$ cat src/rtl/fwnoc_router_egress_sched_if.sv
// Egress scheduler bus: ingress requests and header size codes in,
// one-hot egress grant and packet status out.
//   req        [3:0]  per-ingress packet request
//   hdr_sz     [15:0] 4-bit header size code per ingress (n at [4n+3:4n])
//   xfer              egress flit accepted this cycle
//   cfg_weight [7:0]  2-bit weight per ingress (weighted build only)
//   gnt        [3:0]  registered one-hot grant, 0 when idle
//   busy              packet connection held
//   pkt_done          pulse the cycle after the last flit
//   sz_err            pulse with the grant of an illegal size code
// master = ingress/egress side driving requests; slave = scheduler.
interface fwnoc_router_egress_sched_if;
  logic [3:0]  req;
  logic [15:0] hdr_sz;
  logic        xfer;
  logic [7:0]  cfg_weight;
  logic [3:0]  gnt;
  logic        busy;
  logic        pkt_done;
  logic        sz_err;

  modport master (
    output req, hdr_sz, xfer, cfg_weight,
    input  gnt, busy, pkt_done, sz_err
  );

  modport slave (
    input  req, hdr_sz, xfer, cfg_weight,
    output gnt, busy, pkt_done, sz_err
  );
endinterface

$ cat src/rtl/fwnoc_router_egress_sched.sv
// Packet-atomic egress scheduler for a 4-ingress NoC router port.
// Grants one ingress per packet (round-robin from last_port+1), holds the
// grant until header + payload flits have transferred, then drops to IDLE
// for at least one cycle before the next grant.
// Ports:
//   clock  - sole clock, rising edge
//   reset  - asynchronous, active low
//   bus    - fwnoc_router_egress_sched_if.slave (req/hdr_sz/xfer/cfg_weight
//            in; gnt/busy/pkt_done/sz_err out)
// Build option:
//   FWNOC_EGRESS_SCHED_WEIGHT_EN - weighted arbitration: a port may be
//   re-granted up to cfg_weight extra consecutive packets.
module fwnoc_router_egress_sched (
  input logic                          clock,
  input logic                          reset,
  fwnoc_router_egress_sched_if.slave   bus
);

  typedef enum logic {IDLE, BUSY} state_t;

  state_t      state_q, state_d;
  logic [3:0]  gnt_q, gnt_d;
  logic [4:0]  rem_q, rem_d;
  logic [1:0]  last_q, last_d;
  logic        pkt_done_q, pkt_done_d;
  logic        sz_err_q, sz_err_d;

  logic [1:0]  rr_port;
  logic [1:0]  win;
  logic [3:0]  win_code;

`ifdef FWNOC_EGRESS_SCHED_WEIGHT_EN
  logic [1:0]  wcnt_q, wcnt_d;
`else
  logic        unused_cfg;
  assign unused_cfg = ^bus.cfg_weight;
`endif

  // Payload flits following the header; codes 6..15 are illegal and
  // carry no payload so the header alone closes the packet.
  function automatic logic [4:0] payload(input logic [3:0] code);
    case (code)
      4'd1:    payload = 5'd1;
      4'd2:    payload = 5'd2;
      4'd3:    payload = 5'd4;
      4'd4:    payload = 5'd8;
      4'd5:    payload = 5'd16;
      default: payload = 5'd0;
    endcase
  endfunction

  // Round-robin search. Scan from farthest to nearest offset so the
  // nearest requester above last_port wins; offset 4 (last_port itself)
  // has the lowest priority.
  always_comb begin
    rr_port = last_q;
    for (int i = 4; i >= 1; i--) begin
      if (bus.req[last_q + 2'(i)]) rr_port = last_q + 2'(i);
    end
  end

`ifdef FWNOC_EGRESS_SCHED_WEIGHT_EN
  // Remaining weight lets the previous winner keep the port.
  assign win = (wcnt_q != 2'd0 && bus.req[last_q]) ? last_q : rr_port;
`else
  assign win = rr_port;
`endif

  assign win_code = bus.hdr_sz[{win, 2'b00} +: 4];

  always_comb begin
    state_d    = state_q;
    gnt_d      = gnt_q;
    rem_d      = rem_q;
    last_d     = last_q;
    pkt_done_d = 1'b0;
    sz_err_d   = 1'b0;
`ifdef FWNOC_EGRESS_SCHED_WEIGHT_EN
    wcnt_d     = wcnt_q;
`endif
    case (state_q)
      IDLE: begin
        if (|bus.req) begin
          state_d  = BUSY;
          gnt_d    = 4'b0001 << win;
          rem_d    = payload(win_code);
          sz_err_d = (win_code > 4'd5);
          last_d   = win;
`ifdef FWNOC_EGRESS_SCHED_WEIGHT_EN
          if (win != last_q)
            wcnt_d = bus.cfg_weight[{win, 1'b0} +: 2];
          else if (wcnt_q != 2'd0)
            wcnt_d = wcnt_q - 2'd1;
`endif
        end
      end
      BUSY: begin
        if (bus.xfer) begin
          if (rem_q != 5'd0) begin
            rem_d = rem_q - 5'd1;
          end else begin
            state_d    = IDLE;
            gnt_d      = 4'b0000;
            pkt_done_d = 1'b1;
          end
        end
      end
      default: state_d = IDLE;
    endcase
  end

  always_ff @(posedge clock or negedge reset) begin
    if (!reset) begin
      state_q    <= IDLE;
      gnt_q      <= 4'b0000;
      rem_q      <= 5'd0;
      last_q     <= 2'd3;
      pkt_done_q <= 1'b0;
      sz_err_q   <= 1'b0;
`ifdef FWNOC_EGRESS_SCHED_WEIGHT_EN
      wcnt_q     <= 2'd0;
`endif
    end else begin
      state_q    <= state_d;
      gnt_q      <= gnt_d;
      rem_q      <= rem_d;
      last_q     <= last_d;
      pkt_done_q <= pkt_done_d;
      sz_err_q   <= sz_err_d;
`ifdef FWNOC_EGRESS_SCHED_WEIGHT_EN
      wcnt_q     <= wcnt_d;
`endif
    end
  end

  assign bus.gnt      = gnt_q;
  assign bus.busy     = (state_q == BUSY);
  assign bus.pkt_done = pkt_done_q;
  assign bus.sz_err   = sz_err_q;

endmodule

$ cat src/flat_wrapper.sv
// flat-port wrapper written by rule: the top's interface ports become plain ports
module fwnoc_router_egress_sched_flat 
  (clock, reset, bus_req, bus_hdr_sz, bus_xfer, bus_cfg_weight, bus_gnt, bus_busy, bus_pkt_done, bus_sz_err);
  fwnoc_router_egress_sched_if bus_i ();
  input logic clock;
  input logic reset;
  input wire logic [$bits(bus_i.req)-1:0] bus_req;
  input wire logic [$bits(bus_i.hdr_sz)-1:0] bus_hdr_sz;
  input wire logic [$bits(bus_i.xfer)-1:0] bus_xfer;
  input wire logic [$bits(bus_i.cfg_weight)-1:0] bus_cfg_weight;
  output wire logic [$bits(bus_i.gnt)-1:0] bus_gnt;
  output wire logic [$bits(bus_i.busy)-1:0] bus_busy;
  output wire logic [$bits(bus_i.pkt_done)-1:0] bus_pkt_done;
  output wire logic [$bits(bus_i.sz_err)-1:0] bus_sz_err;
  assign bus_i.req = bus_req;
  assign bus_i.hdr_sz = bus_hdr_sz;
  assign bus_i.xfer = bus_xfer;
  assign bus_i.cfg_weight = bus_cfg_weight;
  assign bus_gnt = bus_i.gnt;
  assign bus_busy = bus_i.busy;
  assign bus_pkt_done = bus_i.pkt_done;
  assign bus_sz_err = bus_i.sz_err;
  fwnoc_router_egress_sched u_core (.clock(clock), .reset(reset), .bus(bus_i));
endmodule
$ cat config.mk
export PLATFORM = sky130hd
export DESIGN_NAME = fwnoc_router_egress_sched_flat
export DESIGN_NICKNAME = d
export VERILOG_FILES = /design/src/rtl/fwnoc_router_egress_sched_if.sv /design/src/rtl/fwnoc_router_egress_sched.sv /design/src/flat_wrapper.sv
export SDC_FILE = /design/constraint.sdc
export NUM_CORES = 1
export LEC_CHECK = 0
export ABC_AREA = 1
export CAP_MARGIN = 5
export CORE_ASPECT_RATIO = 0.9
export CORE_UTILIZATION = 35
export DETAILED_ROUTE_END_ITERATION = 8
export GPL_ROUTABILITY_DRIVEN = 0
export GPL_TIMING_DRIVEN = 0
export HOLD_SLACK_MARGIN = 0.02
export PLACE_DENSITY = 0.67
export SYNTH_ARGS = -nofsm -noshare
export SYNTH_HDL_FRONTEND = slang
export SYNTH_SLANG_ARGS = --single-unit
$ cat constraint.sdc
create_clock -name clock -period 2 [get_ports clock]
set_input_delay 0.2 -clock clock [delete_from_list [all_inputs] [get_ports clock]]
set_output_delay 0.2 -clock clock [all_outputs]
set_load 0.05 [all_outputs]
Word-level counts from Yosys, hierarchy flattened
Cells that the tools add are included.
{"block": "classes", "mux": 27, "n_bitwise": 1, "reduce_logical": 5, "n_shift": 2, "n_eq_ne": 9, "n_lt_le_gt_ge": 4, "addsub": 4}
{"cell": "$pmux W5 S5", "n": 1}
{"cell": "$shiftx A16 B5 Y4", "n": 1}
{"cell": "$mux W5", "n": 3}
{"cell": "$mux W4", "n": 3}
{"cell": "$mux W1", "n": 11}
{"cell": "$pmux W5 S2", "n": 1}
{"cell": "$lt A2 B3 Y1 const B", "n": 3}
{"cell": "$eq A4 B2 Y1 const B", "n": 2}
{"cell": "$eq A4 B3 Y1 const B", "n": 2}
{"cell": "$pmux W4 S2", "n": 1}
{"cell": "$bmux W1 S2", "n": 3}
{"cell": "$mux W2", "n": 3}
{"cell": "$ne A2 B2 Y1 const B", "n": 3}
{"cell": "$reduce_and A3 Y1", "n": 2}
{"cell": "$reduce_bool A5 Y1", "n": 1}
{"cell": "$sub A5 B1 Y5 const B", "n": 1}
{"cell": "$add A2 B2 Y2 const B", "n": 2}
{"cell": "$eq A4 B1 Y1 const B", "n": 1}
{"cell": "$gt A4 B3 Y1 const B", "n": 1}
{"cell": "$reduce_or A4 Y1", "n": 1}
{"cell": "$shl A1 B2 Y4 const A", "n": 1}
{"cell": "$add A2 B1 Y2 const B", "n": 1}
{"cell": "$ne A2 B1 Y1 const B", "n": 1}
{"cell": "$pmux W1 S2", "n": 1}
{"cell": "other kinds (2)", "n": 2}
{"block": "totals", "elab_cells": 58, "in_bits": 31, "output_inout_bits": 7, "reg_bits": 14}

Longest topological paths before layout
Gate-level depths: netlist of the first run.
{"block": "logic_depth", "ltp_word": 11, "mapped_depth": 18, "depth_no_buf": 16}

Least setup slack after synthesis of the first run
Ideal clock, no wire load.
{"block": "synth_path", "kind": "register to register", "start": "register u_core.last_q[0]", "end": "register u_core.rem_q[1]", "path_stages_with_launch": 19, "setup_ns": 0.077, "setup_slack_ns": 0.084, "t_arrival_ns": 1.839, "required_ns": 1.923, "n_path_buf": 2, "period_less_slack_ns": 1.916, "cell_sequence": "dfstp_2 > buf_6 > inv_6 > nand2_1 > nand2_2 > nand2_2 > nand2_2 > inv_2 > nand2_2 > nand2_4 > nand2_4 > buf_8 > nand2_1 > nand2_1 > nand2_1 > nand2_1 > nor2_2 > nand3_1 > a21oi_1"}
{"block": "synth_via", "elab_chain_len": 11, "word_cells_on_any_way": 21, "cone_classes": "add/sub (3); eq/ne (5); shift (1); mux (12)"}
{"item": "start: declaration", "line_no": "fwnoc_router_egress_sched.sv:24", "rtl": "logic [1:0] last_q, last_d;"}
{"item": "start signal: assignment", "line_no": "fwnoc_router_egress_sched.sv:127", "rtl": "last_q <= last_d;"}
{"item": "$add A2 B2 Y2", "line_no": "fwnoc_router_egress_sched.sv:58", "rtl": "if (bus.req[last_q + 2'(i)]) rr_port = last_q + 2'(i);"}
{"item": "$bmux W1 S2", "line_no": "fwnoc_router_egress_sched.sv:58"}
{"item": "$mux W1 (not written as such)", "line_no": "fwnoc_router_egress_sched.sv:58"}
{"item": "$mux W2 (2 in series)", "line_no": "fwnoc_router_egress_sched.sv:58"}
{"item": "$mux W2 *", "line_no": "fwnoc_router_egress_sched.sv:58"}
{"item": "$shiftx A16 B5 Y4 *", "line_no": "fwnoc_router_egress_sched.sv:69", "rtl": "assign win_code = bus.hdr_sz[{win, 2'b00} +: 4];"}
{"item": "$eq A4 B3 Y1, or another cell as far along", "line_no": "fwnoc_router_egress_sched.sv:42", "rtl": "case (code)"}
{"item": "$pmux W5 S5 *", "line_no": "fwnoc_router_egress_sched.sv:42"}
{"item": "$mux W5 *", "line_no": "fwnoc_router_egress_sched.sv:83", "rtl": "if (|bus.req) begin"}
{"item": "$pmux W5 S2 *", "line_no": "fwnoc_router_egress_sched.sv:81", "rtl": "case (state_q)"}
{"item": "end signal: assignment", "line_no": "fwnoc_router_egress_sched.sv:126", "rtl": "rem_q <= rem_d;"}
{"item": "end: declaration", "line_no": "fwnoc_router_egress_sched.sv:23", "rtl": "logic [4:0] rem_q, rem_d;"}
Every way passes the cells marked *; elsewhere a longest branch is shown, timed or not. The select of a mux whose other input is x is not followed.
A chain may end at the register's enable or synchronous reset.

Final worst setup path of the first run
Ends and elaborated chain as after synthesis.

==> impl_metrics.json, run 1 <==
{
  "drc": 0,
  "cp-end-kind": "register",
  "p_leak_nw": 0.954,
  "critPathKind": "reg2reg",
  "rsz0062_at_grt": "yes",
  "cts_hold_buf": 0,
  "outcome": "finished, violations left",
  "fin_skew_ns": 0.00319,
  "crit_arrival_ns": 2.37,
  "cts_sinks": 14,
  "wl_met1_microns": 1500,
  "cp-start-kind": "register",
  "cts-root-buf": "clkbuf_8",
  "dpl_worst_slack_ns": -0.214,
  "nNetsFinal": 270,
  "dr.max_layer_used": "met4",
  "ys_seq_area_share_pct": 29.0,
  "drv_slew": 0,
  "grt_pass1_vias": 1164,
  "dieArea_sq_um": 3710,
  "drtIter0Drc": 34,
  "via_per_inst": 4.71,
  "hp-class": "in2async",
  "relSlewSlack_pct": 49.4,
  "maxCapViolCount": 0,
  "slowest_delay_ns": 0.59,
  "syn_avg_cell_area_sq_um": 6.40,
  "pwr_density_cell_nw_per_um2": 1670,
  "fin_util_pct": 60.8,
  "yosysUniqueCellTypes": 29,
  "crit_family": "simple AND/OR/NAND/NOR gates",
  "worstReg2RegEnd": "u_core.rem_q[1]$_DFFE_PN0P_",
  "setup_viol": 6,
  "htreeDepth": 1,
  "syn_area_sq_um": 1220,
  "violations": "negative setup slack",
  "clk_pin_slew_worst_paths_ns": 0.06,
  "wl_microns": 3050,
  "yosys_warnings": 0,
  "cts_made_buffers": 3,
  "dpl.hpwl_microns": 2070,
  "ys_seq_elements": 14,
  "slowest_stage": "dfstp_2",
  "drive_gt1_share_pct": 33.5,
  "power.total_mw": 3.24,
  "worstPathRequired_ns": 2.17,
  "start_util_pct": 38.2,
  "tightest_slew_ns": 0.756,
  "seq_area_sq_um": 353,
  "area_delta_synth_final_pct": 59.4,
  "num_rows": 19,
  "placed_area_sq_um": 1560,
  "fin_setup_tns_ns": -0.879,
  "wl_met3_microns": 102,
  "crit_buf_inv": 4,
  "final_antenna_net_count": 0,
  "multi_input_area_sq_um": 875,
  "grt_first_pass_wirelength_microns": 5150,
  "period_share_pct": 110,
  "clk_path_buf_depth": 2,
  "vias": 1309,
  "grt_use_total_pct": 17.6,
  "grt_start_max_net_pins": 15,
  "insertion_delay_ns": 0.24,
  "grt_overflow": 0,
  "die_h_microns": 57.9,
  "core_sq_um": 3190,
  "layout_commonest_cell": "nand2_1",
  "firstDrtPassIters": 4,
  "reg2reg_from": "u_core.last_q[0]$_DFFE_PN1P_",
  "io_buffers": 29,
  "layout_common_cells": "nand2_1 (42), inv_1 (29), clkdlybuf4s50_1 (29)",
  "syn_nets": 223,
  "crit_chain": "buf_8 > inv_8 > nand2_2 > nand2_2 > nand2_2 > nand2_2 > inv_2 > nand2_4 > nand2_8 > nand2_8 > buf_8 > nand2_1 > nand2_1 > nand2_1 > nand2_1 > nor2_2 > nand3_2 > a21oi_2",
  "antenna_found_initial": 0,
  "fillers": 300,
  "finalHoldViolations": 0,
  "wire_per_inst_microns": 11.0,
  "worstRegToRegCells": 18,
  "vdd.ir_drop.worst_uv": 706,
  "r2r_slack_ns": -0.20,
  "wl_met2_microns": 1400,
  "setup_slack_ns": -0.200,
  "fin_area_sq_um": 1940,
  "ios": 38,
  "fmax_mhz": 454,
  "cts_tree": "yes",
  "critPathMaxFanout": 7,
  "num_antenna_cells": 0,
  "netlist_instances": 190,
  "period_needed_ns": 2.20,
  "die_w_microns": 64.1
}
[power by group]
group / switching [mW] / internal, mW
clock network: 0.0986 / 0.174
registers: 0.0711 / 0.389
logic: 1.46 / 1.05
total: 1.63 / 1.61
[cell type report]
class,count,share of cell area [%]
timing repair buffer,42,21.7
sequential,14,18.2
tap,42,2.71
buffer,4,2.32
multi-input combinational,138,45.1
inverter,34,7.10
clock buffer,4,2.84
[cells in the mapped netlist]
library cell	instances	area share (%)
inv_1	29	9.0
nand2_1	59	18
buf_4	1	0.62
nor4_1	1	0.51
nand3_4	1	1.4
nand2_4	2	1.9
buf_8	1	1.2
ha_1	2	2.1
nor3_1	2	0.82
nor2_1	15	4.6
o21ai_0	4	1.6
buf_6	1	0.93
a21boi_1	1	0.62
nor2_2	3	1.5
nand2_2	8	4.1
clkbuf_1	1	0.31
o211ai_1	1	0.62
o32ai_1	2	1.4
nand3_2	3	2.5
inv_2	4	1.2
inv_6	1	0.72
o22ai_1	2	1.0
nand4_1	4	2.1
nand3_1	16	6.6
dfrtp_1	12	25
xor2_1	1	0.72
dfstp_2	2	4.3
a21oi_1	10	4.1
or2_2	1	0.51
[state kept, by name, indices dropped and copies added, names as in the netlist]
signal,flops
u_core.rem_q,5
u_core.bus.gnt,4
u_core.bus.pkt_done,1
u_core.bus.busy,1
u_core.last_q,2
u_core.bus.sz_err,1
[stage by stage]
| step | cells | hold WS (ns) |
|---|---|---|
| detailed placement | 261 | 0.519 |
| CTS | 273 | 0.372 |
| finish | 278 | 0.354 |
| floorplan | 190 | -0.0956 |
| global placement | 261 | 0.511 |
| global route | 278 | 0.384 |
[how the worst max path moves through the flow]
stage	start	endpoint	slack [ns]	depth (start not counted)
5_1_grt	u_core.last_q[0]$_DFFE_PN1P_	u_core.rem_q[1]$_DFFE_PN0P_	-0.36	18
3_5_place_dp	bus_req[2]	u_core.rem_q[0]$_DFFE_PN0P_	-0.21	6
6_report	u_core.last_q[0]$_DFFE_PN1P_	u_core.rem_q[1]$_DFFE_PN0P_	-0.20	18
2_1_floorplan	u_core.last_q[0]$_DFFE_PN1P_	u_core.rem_q[1]$_DFFE_PN0P_	0.08	18
3_3_place_gp	bus_req[2]	u_core.rem_q[0]$_DFFE_PN0P_	-0.21	6
4_1_cts	u_core.last_q[0]$_DFFE_PN1P_	u_core.rem_q[1]$_DFFE_PN0P_	-0.12	18
[logic make-up (layout without fill, tap and decap cells)]
logic type | count (synthesis) | in the layout | synth area share [%]
simple gates | 115 | 115 | 44.8
xor+xnor | 1 | 1 | 0.720
flops | 14 | 14 | 29.0
fa+ha+maj | 2 | 2 | 2.06
buf+inv | 38 | 84 | 14.0
compound gates | 20 | 20 | 9.47
[per-layer routing]
| metal | vias up | GRT usage (%) |
|---|---|---|
| met5 | - | 0 |
| met4 | 0 | 5.71 |
| met3 | 4 | 2.36 |
| met2 | 31 | 28.0 |
| met1 | 582 | 24.8 |
| li1 | 692 | - |
[worst reg2reg max path: stages (launching register included)]
cell and delay (ns):
dfstp_2 0.59, buf_8 0.14, inv_8 0.05, nand2_2 0.05, nand2_2 0.06, nand2_2 0.09, nand2_2 0.07, inv_2 0.09
nand2_4 0.07, nand2_8 0.09, nand2_8 0.07, buf_8 0.14, nand2_1 0.06, nand2_1 0.05, nand2_1 0.06, nand2_1 0.07
nor2_2 0.16, nand3_2 0.09, a21oi_2 0.13
[what timing repair did]
item,CTS,global route
resized for setup,30,21
setup endpoints to repair,6,11
cloned,1,0
pin swaps,16,20
buffers inserted,7,5
(Power assumes the default switching activity.)
==> inputs of run 2 (changes only) <==
CAP_MARGIN = 20   (was 5)
SLEW_MARGIN = 0   (was unset)
==> results of run 2 <==
Final layout, timing and power as in run 1 (identical DEF).
